`src/rtl/fifo_pkg.sv`:
```
// Shared constants and sizing helpers for the FIFO read-side controller.
package fifo_pkg;

   localparam int DELAY_MIN = 1;
   localparam int DELAY_MAX = 4;

   function automatic int ptr_width(input int addw);
      return addw + 1;
   endfunction

   // Enough room for every in-flight word plus one word being consumed.
   function automatic int obuf_depth(input int delay);
      return delay + 2;
   endfunction

endpackage

```
`src/rtl/fifo_obuf.sv`:
```
// Small register FIFO holding returned read data; depth need not be a power of two.
module fifo_obuf #(
   parameter int DEPTH = 3,
   parameter int DATW  = 8
) (
   input  logic                         clk,
   input  logic                         rst_n,
   input  logic                         clr,
   input  logic                         push,
   input  logic [DATW-1:0]              din,
   input  logic                         pop,
   output logic [DATW-1:0]              head,
   output logic                         vld,
   output logic [$clog2(DEPTH+1)-1:0]   cnt
);

   localparam int PW = (DEPTH > 1) ? $clog2(DEPTH) : 1;
   localparam int CW = $clog2(DEPTH + 1);

   logic [DATW-1:0] mem_q [DEPTH];
   logic [DATW-1:0] mem_d [DEPTH];
   logic [PW-1:0]   wp_q, wp_d, rp_q, rp_d;
   logic [CW-1:0]   cnt_q, cnt_d;

   function automatic logic [PW-1:0] ptr_inc(input logic [PW-1:0] p);
      return (p == PW'(DEPTH - 1)) ? '0 : p + 1'b1;
   endfunction

   always_comb begin
      mem_d = mem_q;
      wp_d  = wp_q;
      rp_d  = rp_q;
      cnt_d = cnt_q;
      if (clr) begin
         wp_d  = '0;
         rp_d  = '0;
         cnt_d = '0;
      end else begin
         if (push) begin
            mem_d[wp_q] = din;
            wp_d        = ptr_inc(wp_q);
         end
         if (pop) rp_d = ptr_inc(rp_q);
         case ({push, pop})
            2'b10:   cnt_d = cnt_q + 1'b1;
            2'b01:   cnt_d = cnt_q - 1'b1;
            default: cnt_d = cnt_q;
         endcase
      end
   end

   always_ff @(posedge clk or negedge rst_n) begin
      if (!rst_n) begin
         for (int i = 0; i < DEPTH; i++) mem_q[i] <= '0;
         wp_q  <= '0;
         rp_q  <= '0;
         cnt_q <= '0;
      end else begin
         mem_q <= mem_d;
         wp_q  <= wp_d;
         rp_q  <= rp_d;
         cnt_q <= cnt_d;
      end
   end

   assign head = mem_q[rp_q];
   assign vld  = (cnt_q != '0);
   assign cnt  = cnt_q;

endmodule

```
`src/rtl/fifo_rdctl.sv`:
```
// FIFO read-side controller: issues memory reads against a credit limit and
// presents returned words as a first-word-fall-through valid/ready stream.
module fifo_rdctl
   import fifo_pkg::*;
#(
   parameter int ADDW  = 4,
   parameter int DATW  = 8,
   parameter int DELAY = 1
) (
   input  logic            clk,
   input  logic            rst_n,
   input  logic            clr,
   input  logic [ADDW:0]   wptr,
   output logic [ADDW:0]   rptr,
   output logic [ADDW-1:0] radd,
   input  logic [DATW-1:0] rdata,
   output logic [DATW-1:0] dout,
   output logic            dout_vld,
   input  logic            dout_rdy,
   output logic            empty
);

   localparam int PTRW = ptr_width(ADDW);
   localparam int OBD  = obuf_depth(DELAY);
   localparam int CNTW = $clog2(OBD + 1);
   localparam logic [CNTW:0] OBD_LIM = (CNTW + 1)'(OBD);

   generate
      if (DELAY < DELAY_MIN || DELAY > DELAY_MAX) begin : g_bad_delay
         $error("fifo_rdctl: DELAY out of supported range");
      end
   endgenerate

   logic [PTRW-1:0]  rptr_q, rptr_d;
   logic [DELAY-1:0] vld_q, vld_d;
   logic [CNTW-1:0]  infl, obcnt;
   logic             mem_ne, issue, push, pop;

   always_comb begin
      infl = '0;
      for (int i = 0; i < DELAY; i++) infl = infl + CNTW'(vld_q[i]);
   end

   // The current pop is not credited, keeping dout_rdy off the issue path.
   assign mem_ne = (rptr_q != wptr);
   assign issue  = mem_ne & ~clr & (({1'b0, infl} + {1'b0, obcnt}) < OBD_LIM);
   assign push   = vld_q[DELAY-1] & ~clr;
   assign pop    = dout_vld & dout_rdy & ~clr;

   always_comb begin
      rptr_d = rptr_q;
      vld_d  = '0;
      if (clr) begin
         rptr_d = wptr;
      end else begin
         if (issue) rptr_d = rptr_q + 1'b1;
         vld_d[0] = issue;
         for (int i = 1; i < DELAY; i++) vld_d[i] = vld_q[i-1];
      end
   end

   always_ff @(posedge clk or negedge rst_n) begin
      if (!rst_n) begin
         rptr_q <= '0;
         vld_q  <= '0;
      end else begin
         rptr_q <= rptr_d;
         vld_q  <= vld_d;
      end
   end

   fifo_obuf #(
      .DEPTH (OBD),
      .DATW  (DATW)
   ) u_obuf (
      .clk   (clk),
      .rst_n (rst_n),
      .clr   (clr),
      .push  (push),
      .din   (rdata),
      .pop   (pop),
      .head  (dout),
      .vld   (dout_vld),
      .cnt   (obcnt)
   );

   assign rptr  = rptr_q;
   assign radd  = rptr_q[ADDW-1:0];
   assign empty = ~mem_ne & (infl == '0) & (obcnt == '0);

endmodule

```
`config.mk`:
```
export PLATFORM = sky130hd
export DESIGN_NAME = fifo_rdctl
export DESIGN_NICKNAME = d
export VERILOG_FILES = /design/src/rtl/fifo_pkg.sv /design/src/rtl/fifo_obuf.sv /design/src/rtl/fifo_rdctl.sv
export SDC_FILE = /design/constraint.sdc
export NUM_CORES = 1
export LEC_CHECK = 0
export ABC_AREA = 1
export BUFFER_PORTS_ARGS = -buffer_cell sky130_fd_sc_hd__buf_2
export CAP_MARGIN = 30
export CORE_ASPECT_RATIO = 1.5
export CORE_MARGIN = 2
export CORE_UTILIZATION = 35
export CTS_CLUSTER_DIAMETER = 120
export DETAILED_ROUTE_END_ITERATION = 12
export PLACE_DENSITY = 0.55
export SLEW_MARGIN = 20
export SYNTH_ARGS = -nofsm -noshare
export SYNTH_HDL_FRONTEND = slang
export SYNTH_HIERARCHICAL = 1
export SYNTH_SLANG_ARGS = --single-unit
```
`constraint.sdc`:
```
create_clock -name clk -period 3.1 [get_ports clk]
set_input_delay 0.155 -clock clk [delete_from_list [all_inputs] [get_ports clk]]
set_output_delay 0.155 -clock clk [all_outputs]
set_load 0.1 [all_outputs]
```
Word-level counts from Yosys, hierarchy flattened
Cells that the tools add are included.
{"block": "totals", "register_bits": 36, "output_inout_bits": 19, "word_cells": 60}
{"block": "classes", "add_sub_neg": 6, "order_cmp": 4, "n_eq_ne": 5, "muxes": 17, "bitwise": 11, "reduce_logical": 9}
{"operator": "24-bit bitwise mux", "n": 1}
{"operator": "8-bit 2-to-1 mux", "n": 3}
{"operator": "8-bit binary-select mux with 2-bit select", "n": 1}
{"operator": "8-bit demux with 2-bit select", "n": 1}
{"operator": "2-bit 2-to-1 mux", "n": 7}
{"operator": "5-bit 2-to-1 mux", "n": 2}
{"operator": "2-bit nonzero test", "n": 4}
{"operator": "1-bit AND", "n": 7}
{"operator": "2-bit by 1-bit adder with 2-bit output, second input constant", "n": 3}
{"operator": "2-bit equality test, second input constant", "n": 3}
{"operator": "3-bit greater-or-equal comparator, second input constant", "n": 2}
{"operator": "2-bit inverter with 3-bit output", "n": 2}
{"operator": "5-bit by 1-bit adder with 5-bit output, second input constant", "n": 1}
{"operator": "5-bit != test", "n": 1}
{"operator": "2-bit zero test", "n": 2}
{"operator": "2-bit one-hot mux with 2 select lines", "n": 1}
{"operator": "1-bit by 2-bit adder with 3-bit output", "n": 1}
{"operator": "3-bit by 1-bit less-than comparator with 1-bit output, second input constant", "n": 1}
{"operator": "3-bit by 2-bit less-than comparator with 1-bit output, second input constant", "n": 1}
{"operator": "3-bit nonzero test", "n": 1}
{"operator": "2-bit by 1-bit equality test with 1-bit output, second input constant", "n": 1}
{"operator": "1-bit inverter", "n": 2}
{"operator": "2-bit AND reduction", "n": 1}
{"operator": "2-bit by 1-bit subtractor with 2-bit output, second input constant", "n": 1}
{"operator": "2 further kinds", "n": 2}

Longest topological paths before layout
{"block": "depth", "ltp_word": 6, "ltp_mapped": 9}

By module
Netlist, hierarchy kept.
{"mod": "fifo_obuf", "n_inst": 1, "cells_per_inst": 160, "area_per_inst_um2": 1471.4, "seq_area_each_um2": 750.7}
{"mod": "fifo_rdctl", "n_inst": 1, "cells_per_inst": 85, "area_per_inst_um2": 554.3, "seq_area_each_um2": 150.1}

Least setup slack after synthesis
Ideal clock, no wire load.
{"block": "synth_path", "path_kind": "register to output", "start": "register rptr_q[4] (netlist: rptr[4])", "end": "output port empty", "arrival_time_ns": 2.690, "required_ns": 2.945, "slack_ns": 0.255, "stages_incl_launch_ff": 7, "n_path_buf": 0, "path_cell_list": "dfrtp_1 -> inv_1 -> nand2_1 -> nand2_1 -> nor2_2 -> nand3_2 -> nor2_1"}
{"block": "synth_between", "elab_chain_len": 4}
{"item": "start: declaration", "line": "fifo_rdctl.sv:34", "source": "logic [PTRW-1:0] rptr_q, rptr_d;"}
{"item": "start signal: assignment", "line": "fifo_rdctl.sv:67", "source": "rptr_q <= rptr_d;"}
{"item": "5-bit != test", "line": "fifo_rdctl.sv:45", "source": "assign mem_ne = (rptr_q != wptr);"}
{"item": "1-bit inverter", "line": "fifo_rdctl.sv:89", "source": "assign empty = ~mem_ne & (infl == '0) & (obcnt == '0);"}
{"item": "1-bit AND (2 in series)", "line": "fifo_rdctl.sv:89"}
{"item": "end: declaration", "line": "fifo_rdctl.sv:20", "source": "output logic empty"}
No other way between the ends.

Worst setup path after layout
{"block": "layout_path", "start": "register u_obuf.rp_q[1]", "end": "output port dout[0]"}
{"block": "layout_between", "elab_chain_len": 4}
{"item": "start: declaration", "line": "fifo_obuf.sv:22", "source": "logic [PW-1:0] wp_q, wp_d, rp_q, rp_d;"}
{"item": "start signal: assignment", "line": "fifo_obuf.sv:61", "source": "rp_q <= rp_d;"}
{"item": "2-bit inverter with 3-bit output (not written as such)", "line": "fifo_obuf.sv:66", "source": "assign head = mem_q[rp_q];"}
{"item": "8-bit binary-select mux with 2-bit select", "line": "fifo_obuf.sv:66"}
{"item": "8-bit 2-to-1 mux (not written as such) (2 in series)", "line": "fifo_obuf.sv:66"}
{"item": "end: declaration", "line": "fifo_rdctl.sv:17", "source": "output logic [DATW-1:0] dout,"}
No other way between the ends. The select of a mux whose other input is x is not followed.

==> flow_metrics.py <==
metrics = {
    "hold_path": {
        "hp-class": "input pin to flop",
        "hp-start": "rdata[5]",
    },
    "worst_setup_path": {
        "worstPathMaxFanout": 8,
        "critPathLaunch": "u_obuf/rp_q[1]$_DFFE_PN0P_",
        "critical_path_arrival_ps": 1910,
        "crit_chain": "inv_1, nor2_1, nand2_1, nand3_1, buf_2",
        "rr_startpoint": "u_obuf/cnt[0]$_DFFE_PN0P_",
        "path_class": "flop to primary output",
        "end_kind": "primary output",
        "cp.required_ps": 2940,
        "start_kind": "flop",
        "max_stage_delay_ps": 520,
        "path_buf_inv": 2,
        "critical_path.top_delay_family": "simple AND/OR/NAND/NOR gates",
        "slowest_stage": "nor2_1",
    },
    "logic_synthesis": {
        "synth_cells": 245,
        "ys_types": 23,
        "synth_fp_nets": 265,
        "synth_warnings": 6,
        "synthTopCellsByArea": "dfrtp_1 44%, nand2_1 16%, o21ai_2 10%",
        "syn_area_sq_mm": 0.00203,
        "yosys.area.top_type": "dfrtp_1",
        "avgSynthCellArea_sq_um": 8.27,
        "synth_seq_cells": 36,
        "synth_seq_area_share": 0.445,
        "synth_top_area_frac": 0.445,
    },
    "sta": {
        "report.final.slew_viol_count": 0,
        "hold_slack_ps": 183,
        "finalCritPeriodShare": 0.665,
        "fmax_ghz": 0.485,
        "tns_ps": 0,
        "hold_violations": 0,
        "rsz0062_at_grt": "false",
        "skew_ps": 3.41,
        "finalSetupViolCount": 0,
        "slew_headroom": 0.471,
        "tightest_slew_ps": 793,
        "period_minus_slack_ps": 2060,
    },
    "floorplan": {
        "dieArea_sq_mm": 0.00642,
        "io_pins": 36,
        "start_util": 0.366,
        "coreArea_sq_mm": 0.00553,
        "die_h_um": 97.2,
        "fp.dieW_um": 66.1,
        "rows": 33,
    },
    "cts": {
        "clockBufferDepth": 2,
        "path_clk_slew_ps": 70,
        "cts.sinks": 36,
        "cts_tree": "yes",
        "cts_root_buffer": "clkbuf_8",
        "numCtsBuffers": 5,
        "cts_max_level": 2,
        "clk_latency_ps": 280,
        "cts_setup_buffers": 0,
    },
    "route": {
        "wire_per_inst_um": 11.5,
        "first_pass_iters": 4,
        "viasPerCell": 4.56,
        "remaining_drc_errors": 0,
        "drt-total-wl_mm": 4.00,
        "drt_iter0_drc": 68,
        "vias": 1591,
        "antenna_left": 0,
    },
    "finish": {
        "drive_gt1_frac": 0.290,
        "final_common_cell": "nand2_1",
        "fill_cells": 584,
        "num-nets-final": 299,
        "multiInputGateArea_sq_um": 937,
        "syn_to_final_growth_pct": 14.1,
        "seq_area_sq_um": 901,
        "final_cells": 349,
        "antenna_cells": 0,
        "mostFrequentLayoutCells": "87 x nand2_1, 36 x dfrtp_1, 35 x buf_2, 25 x inv_1, 24 x o21ai_2",
    },
    "global_route": {
        "antenna_found_initial": 0,
        "grt_pass1_vias": 1483,
        "grt_pass1_wl_mm": 6.66,
        "grt_max_degree": 37,
        "grt_overflow_total": 0,
        "grt_usage": 0.132,
    },
    "place": {
        "hpwl_mm": 2.85,
        "dp_cells": 341,
        "io_buffers": 35,
        "place.gp.congestion": 0.685,
    },
    "flow_run": {
        "maxCapViolCount": 0,
    },
    "status": {
        "outcome": "finished, final reports clean",
    },
    "power": {
        "p_leak_nw": 1.22,
        "max-vdd-ir-drop_v": 0.000579,
        "power_density_mw_per_mm2": 1130,
    },
}
[layer usage]
metal,wire (um),part of all wire,vias to the layer above,global-route usage
li1,-,-,835,-
met1,1730,0.43,719,0.152
met2,2080,0.52,33,0.235
met3,148,0.037,4,0.0267
met4,45,0.011,0,0.0471
met5,0,0,-,0
[power by group]
group	switching (mW)	total [mW]	internal [mW]
sequential	0.134	0.770	0.636
combinational	1.19	1.49	0.298
clock	0.152	0.349	0.198
[worst reg2reg max path, delay by kind of cell, from the launching register on]
family,cells,cell delay [ps]
adder cells (fa/ha/maj),2,470
buffers and inverters,1,60
flip-flops,1,420
AND/OR/NAND/NOR,6,420
[what timing repair did]
item	CTS	global route
endpoints found under the hold margin	36	0
endpoints found under the setup margin	0	0
resized for setup	0	0
hold buffers	1	0
[per-stage QoR]
step / power, mW / worst slack (ps) / util / instance area [sq um]
after floorplan: 2.08 / 255 / - / 2030
after global placement: 2.27 / 1300 / 0.399 / 2210
after detailed placement: 2.28 / 1300 / 0.399 / 2210
final: 2.61 / 1040 / 0.418 / 2310
after global routing: 2.77 / 853 / 0.418 / 2310
after CTS: 2.64 / 979 / 0.418 / 2310
[synthesized netlist by cell type]
cell and count:
nand2_1 87, dfrtp_1 36, inv_1 25, o21ai_2 24, nand3_1 19, nor2_1 13
o21ai_0 8, buf_4 4, nor2_2 4, buf_6 3, ha_1 3, inv_2 3
nand3_4 3, nand4_1 3, nand2_4 2, buf_2 1, clkbuf_8 1, nand2_2 1
nand3_2 1, nor2_8 1, o22ai_1 1, xnor2_1 1, xor2_1 1
[flip-flops by register name, indices dropped and copies added (netlist names)]
name / cells
rptr: 5
u_obuf/cnt: 2
u_obuf/mem_q: 24
u_obuf/rp_q: 2
u_obuf/wp_q: 2
vld_q: 1
[final timing paths]
check	slack, ps	cells after the start	end
worst min-delay path	180	3	u_obuf/mem_q[5]$_DFFE_PN0P_
max in group asynchronous	2110	2	u_obuf/mem_q[16]$_DFFE_PN0P_
min in group asynchronous	490	2	u_obuf/mem_q[10]$_DFFE_PN0P_
worst min register to register	480	2	u_obuf/mem_q[1]$_DFFE_PN0P_
worst max register to register	1630	9	rptr[1]$_DFFE_PN0P_
worst max-delay path	1040	5	dout[0]
[kinds of logic (layout without fill, tap and decap cells)]
| group | Yosys count | in the layout | synth area share |
|---|---|---|---|
| and+or+nand+nor | 134 | 134 | 0.309 |
| adders and majority gates | 3 | 3 | 0.0185 |
| buffers and inverters | 37 | 71 | 0.0926 |
| AOI/OAI and AO/OA | 33 | 33 | 0.127 |
| DFF | 36 | 36 | 0.445 |
| xor gates and xnor gates | 2 | 2 | 0.00865 |
[final cells by class]
class / count / share of cell area
clock buffer: 7 / 0.0417
inverter: 28 / 0.0455
multi-input combinational: 172 / 0.405
sequential: 36 / 0.390
tap: 70 / 0.0379
timing repair buffer: 36 / 0.0801
Power figures use the tool's default switching activity.
